$ cat src/rtl/reg_scoreboard.sv
// reg_scoreboard: per-register in-flight write counters that stall issue on RAW hazards
module reg_scoreboard #(
    parameter int NUM_REGS = 16,
    parameter int ADDR_W = 4,
    parameter int CNT_W = 2
) (
    input  logic                clk,
    input  logic                rst,
    input  logic                id_valid,
    input  logic [ADDR_W-1:0]   id_src1,
    input  logic [ADDR_W-1:0]   id_src2,
    input  logic                id_use_src1,
    input  logic                id_use_src2,
    input  logic [ADDR_W-1:0]   id_dest,
    input  logic                id_wb_en,
    output logic                id_ready,
    input  logic                wb_en,
    input  logic [ADDR_W-1:0]   wb_dest,
    input  logic                flush,
    output logic [NUM_REGS-1:0] busy_vec,
    output logic                wb_underflow
);
    localparam logic [CNT_W-1:0] CNT_MAX = '1;

    logic [CNT_W-1:0]    cnt_q [NUM_REGS];
    logic [CNT_W-1:0]    cnt_d [NUM_REGS];
    logic [CNT_W-1:0]    eff [NUM_REGS];
    logic [NUM_REGS-1:0] dec;
    logic [NUM_REGS-1:0] inc;
    logic                hazard;
    logic                sat;
    logic                uf_d;
    logic                uf_q;

    // Same-cycle write-back bypasses into the hazard check; flush zeroes all counts.
    always_comb begin
        for (int r = 0; r < NUM_REGS; r++) begin
            dec[r] = wb_en && wb_dest == ADDR_W'(r) && cnt_q[r] != '0;
            eff[r] = cnt_q[r] - CNT_W'(dec[r]);
        end
        hazard = (id_use_src1 && eff[id_src1] != '0) || (id_use_src2 && eff[id_src2] != '0);
        sat = id_wb_en && eff[id_dest] == CNT_MAX;
        id_ready = !rst && !flush && !hazard && !sat;
        for (int r = 0; r < NUM_REGS; r++) begin
            inc[r] = id_valid && id_ready && id_wb_en && id_dest == ADDR_W'(r);
            cnt_d[r] = flush ? '0 : cnt_q[r] + CNT_W'(inc[r]) - CNT_W'(dec[r]);
            busy_vec[r] = cnt_q[r] != '0;
        end
        uf_d = uf_q || (wb_en && !flush && cnt_q[wb_dest] == '0);
    end

    // Counter and sticky underflow state, cleared only by reset.
    always_ff @(posedge clk or posedge rst) begin
        if (rst) begin
            for (int r = 0; r < NUM_REGS; r++) cnt_q[r] <= '0;
            uf_q <= 1'b0;
        end else begin
            for (int r = 0; r < NUM_REGS; r++) cnt_q[r] <= cnt_d[r];
            uf_q <= uf_d;
        end
    end

    assign wb_underflow = uf_q;
endmodule
$ cat config.mk
export PLATFORM = sky130hd
export DESIGN_NAME = reg_scoreboard
export DESIGN_NICKNAME = d
export VERILOG_FILES = /design/src/rtl/reg_scoreboard.sv
export SDC_FILE = /design/constraint.sdc
export NUM_CORES = 1
export LEC_CHECK = 0
export BUFFER_PORTS_ARGS = -buffer_cell sky130_fd_sc_hd__buf_2
export CAP_MARGIN = 20
export CORE_MARGIN = 2
export CORE_UTILIZATION = 30
export DETAILED_ROUTE_END_ITERATION = 10
export MAX_ROUTING_LAYER = met4
export PLACE_DENSITY = 0.49
export RECOVER_POWER = 100
export SYNTH_ARGS = -nofsm -noshare
export SYNTH_HDL_FRONTEND = slang
export SYNTH_SLANG_ARGS = --single-unit
$ cat constraint.sdc
create_clock -name clk -period 3.48 [get_ports clk]
set_input_delay 0.696 -clock clk [delete_from_list [all_inputs] [get_ports clk]]
set_output_delay 0.696 -clock clk [all_outputs]
set_load 0.03 [all_outputs]
# == Word level (Yosys, flattened, before mapping) ==
# Index checks and enable logic that the tools add are counted.
# Widths: inputs -> output; s select.
# totals
latchBits,0
mem_bits_rw,0
register_bits,33
output_inout_bits,18
elab_cells,217
rom_bits,0
n_memories,0
in_bits,24
# classes
eq_ne,31
n_reduce_logical,85
shift,0
n_mux,28
n_mul,0
bitwise_logic,4
add_sub_neg,48
n_lt_le_gt_ge,4
div,0
# ops
op,count
$eq 4x4->1 const B,16
$sub 2x1->2,32
$logic_and 1x1->1,58
$mux 2,24
$reduce_bool 2->1,18
$add 2x1->2,16
$bmux 2 s4,4
$eq 4x3->1 const B,8
$ge 5x5->1 const B,4
$not 4->5,4
$eq 4x2->1 const B,4
$eq 4x1->1 const B,2
$logic_not 4->1,2
$logic_not 1->1,4
$eq 2x2->1 const B,1
$logic_not 2->1,1
$logic_or 1x1->1,2

# == Depth between registers and ports, before layout ==
# depth
word_depth,19
mapped_depth,15

# == Least setup slack after synthesis ==
# No wires, ideal clock.
# synth_path
path_kind,input to register
startpoint,input wb_dest[3]
endpoint,register cnt_q[15] in the netlist's numbering
arrival_ns,3.431
slack_ns,-0.083
path_buffers,1
path_stages,13
cell_sequence,or4b_4 > o31ai_4 > nor4_1 > or4b_4 > a32oi_4 > buf_6 > nand3_2 > ha_1 > inv_1 > ha_1 > xnor2_1 > xnor2_1 > nor2_1
# synth_rtl
item,line,source
start: declaration,18,"input logic [ADDR_W-1:0] wb_dest,"
end: declaration,25,logic [CNT_W-1:0] cnt_q [NUM_REGS];

# == Final worst setup path ==
# layout_path
startpoint,input wb_dest[3]
endpoint,output id_ready
# layout_via
elab_chain_len,13
elab_cells_between_ends,84
classes_between,add/sub (16); eq/ne (16); mux (9); reduce/logical (43)
# layout_rtl
item,line,source
"$eq 4x4->1, or another cell as far along",38,dec[r] = wb_en && wb_dest == ADDR_W'(r) && cnt_q[r] != '0;
$logic_and 1x1->1 (2 in a row),38,
$sub 2x1->2,39,eff[r] = cnt_q[r] - CNT_W'(dec[r]);
$bmux 2 s4,41,hazard = (id_use_src1 && eff[id_src1] != '0) || (id_use_src2 && eff[id_src2] != '0);
$mux 2 (not written as such) (2 in a row),41,
$reduce_bool 2->1,41,
$logic_and 1x1->1,41,
$logic_or 1x1->1,41,
$logic_not 1->1,43,id_ready = !rst && !flush && !hazard && !sat;
$logic_and 1x1->1,43,
$logic_and 1x1->1 (*),43,
end: declaration,16,"output logic id_ready,"
# Every way passes the cells marked *; elsewhere a longest branch is shown, timed or not. The select of a mux whose other input is x is not followed.

==> key figures <==
Placement
  • I/O Buffers: 41
  • Placer Congestion: 0.907
  • Hpwl dp: 8.72 mm
  • Placed cell area: 0.00410 mm²
  • Placed cell count: 608

Worst setup path
  • Worst Setup End Kind: output port
  • CP max stage delay: 0.56 ns
  • Reg2Reg Depth: 16
  • Critical path required time: 2.78 ns
  • Worst EP arrival: 2.84 ns
  • Family with the most delay on the worst path: simple AND/OR/NAND/NOR gates
  • Critical path start-end classification: in -> out
  • Worst setup SP type: primary input
  • WP depth: 9
  • Crit path buffers/inverters: 3
  • Worst path cell trace: buf_6 -> or4b_4 -> o31ai_4 -> nor4_1 -> or4b_4 -> a32oi_4 -> buf_12 -> and3_4 -> buf_6
  • Crit-path slowest cell: or4b_4
  • Max FO, Critical Path: 4

CTS
  • Insertion delay to the later sink of the worst-skew pair: 0.30 ns
  • CTS max path bufs: 2
  • Htree depth: 2
  • Cts bufs inserted: 5
  • Worst-path clk slew: 0.08 ns
  • Cts hold-fix bufs: 0
  • CTS Sinks: 33
  • Root Driver: clkbuf_8
  • TritonCTS clock tree: done

Logic synthesis
  • Main flop type after synthesis: dfrtp_1
  • Top cell type by total area after synthesis: dfrtp_1
  • Post-synth EDFFs: 0
  • Sequential-to-total area share from yosys stat: 24.5%
  • Synth warnings: 0
  • Commonest cells post-synth: 41 x inv_1, 41 x nor2_1, 33 x dfrtp_1, 32 x ha_1, 26 x nor3_1
  • Area fraction of the dominant cell type after synthesis: 24.5%
  • Seq cells post-synth: 33
  • Post-synth cell types: 57
  • Asr flop ratio synth: 100%
  • Mapped Area: 0.00337 mm²
  • Avg Cell Area, Syn: 8.47 µm²
  • Syn_nets: 454
  • Syn Inst Count: 398
  • Top post-synthesis cells by area: dfrtp_1 24%, ha_1 12%, xnor2_1 4.9%

Job
  • Max-cap check violation count: 1

Run status
  • Run status: finished with violations
  • Failing checks: capacitance limit, slew limit, setup timing

Die
  • Die Ht: 110 µm
  • I/O pin count: 42
  • Initial Util: 31.0%
  • Die area: 0.0121 mm²
  • Row count: 38
  • Die X: 110 µm
  • Total core area: 0.0109 mm²

Layout
  • NumNets Final: 539
  • Post-route cell area: 0.00437 mm²
  • Antenna Cells: 0
  • Post-route insts no fill: 624
  • Layout Utilization: 40.2%
  • Layout cells sized above 1: 28.5%
  • Area added between synthesis and finish: 29.7%

GRT
  • Overflow after GRT: 0
  • Global-route usage over all layers: 19.9%
  • Number of global-route vias before repair: 3205
  • Initial antenna violation count: 0
  • First-pass GRT wire length: 17.7 mm
  • Largest net degree at the start of global routing: 34

Drt
  • WL/cell: 18.2 µm
  • DRT iter0 DRCs: 264
  • Final Routed Wirelength: 11.4 mm
  • Antenna Nets Post-Route: 0
  • Via Count: 3294
  • Remaining DRCs: 0
  • Via count normalized by instance count: 5.28
  • Initial DRT Pass Iterations: 5

STA
  • Final setup margin: -0.0517 ns
  • Max Slew Vio Count: 34
  • Clock Skews: 0.00647 ns
  • Max Clk Rate: 0.283 GHz
  • Hold Violations, Final: 0
  • Slew @ Worst Pin: 1.94 ns
  • Relative slew slack: -29.1%
  • Fin crit share: 101%
  • Fin crit period: 3.53 ns
  • Setup Viol. Count Final: 1
  • Hold WS: 0.473 ns
  • RSZ-0062 raised after global routing: yes

Power
  • Max rail drop VDD: 140 µV
  • Final Total Pwr: 1.02 mW
  • PwrDens: 233 mW/mm²
  • Leak: 2.08 nW

Worst hold path
  • Hold Path Stages: 1
  • Hold Path Class: reg -> reg
[metal layers]
metal	vias to the layer above	track usage [%]	wire, µm
met5	-	-	0
li1	1575	-	-
met3	12	2.76	595
met2	104	30.1	5180
met4	0	3.07	133
met1	1603	28.8	5450
[worst register-to-register path: stages (launching register included)]
cell and delay [ns]:
dfrtp_1 0.47, nor2_1 0.22, inv_1 0.12, o41ai_2 0.08
buf_4 0.17, or3b_2 0.10, or4b_4 0.47, a32oi_4 0.21
buf_12 0.15, buf_4 0.15, nand3_2 0.10, ha_1 0.30
inv_1 0.07, ha_2 0.17, xor2_1 0.16, xnor2_1 0.13
nor2_1 0.05
[kinds of logic (layout without fill, tap and decap cells)]
kind of cell / count (synthesis) / in the layout / synth area share, %
compound gates: 57 / 57 / 14.6
xor+xnor: 34 / 34 / 8.83
fa+ha+maj: 32 / 32 / 11.9
buf+inv: 64 / 150 / 7.83
flops: 33 / 33 / 24.5
mux: 6 / 6 / 3.67
simple gates: 172 / 172 / 28.7
[flip-flops by register name, indices dropped and copies added, names as in the netlist]
name,flops
cnt_q,32
wb_underflow,1
[area by class of cell]
cell class | instances | area [µm²]
flip-flops and latches | 33 | 826
inverters | 41 | 154
well taps | 140 | 175
fillers | 1138 | 6520
repair buffers | 101 | 698
clock inverters | 2 | 37.5
multi-input cells | 301 | 2400
clock buffers | 6 | 82.6
[final timing paths]
kind                                    from            to  slack, ns
worst max-delay path              wb_dest[3]      id_ready      -0.05
worst min-delay path            wb_underflow  wb_underflow       0.47
worst max register to register     cnt_q[27]     cnt_q[11]       0.24
worst min register to register  wb_underflow  wb_underflow       0.47
max in group asynchronous                rst     cnt_q[25]       1.29
min in group asynchronous                rst      cnt_q[5]       1.09
[where the power goes]
group | internal [mW] | switching, mW | leakage [nW]
clock network | 0.233 | 0.171 | 0.0574
logic | 0.100 | 0.132 | 1.57
registers | 0.384 | 0.000704 | 0.456
[what timing repair did]
item,in CTS,in global routing
setup buffers,8,0
pin swaps,4,6
endpoints found under the setup margin,16,17
hold endpoints to repair,0,0
cloned,0,0
resized for setup,10,18
[per-stage QoR]
stage	setup WS (ns)	TNS [ns]
floorplan	-0.0318	-0.205
global placement	-0.331	-7.53
detailed placement	-0.423	-8.79
CTS	-0.0640	-0.186
global route	-0.0889	-0.737
finish	-0.0517	-0.0517
[cell usage in the layout (no fill, tap or decap), types with 7 or more instances in the layout]
| cell type | n |
|---|---|
| xor2_2 | 7 |
| nor3_1 | 26 |
| inv_1 | 40 |
| ha_2 | 9 |
| nand3_1 | 14 |
| nand2b_1 | 10 |
| nor2b_1 | 22 |
| buf_2 | 21 |
| nor4_1 | 11 |
| dfrtp_1 | 33 |
| clkbuf_1 | 19 |
| nor2_1 | 41 |
| nand3_2 | 9 |
| xor2_1 | 8 |
| xnor2_1 | 18 |
| o211ai_1 | 8 |
| nand2_1 | 13 |
| ha_1 | 22 |
| buf_4 | 52 |
No activity file was read; power rests on OpenSTA's default activity.
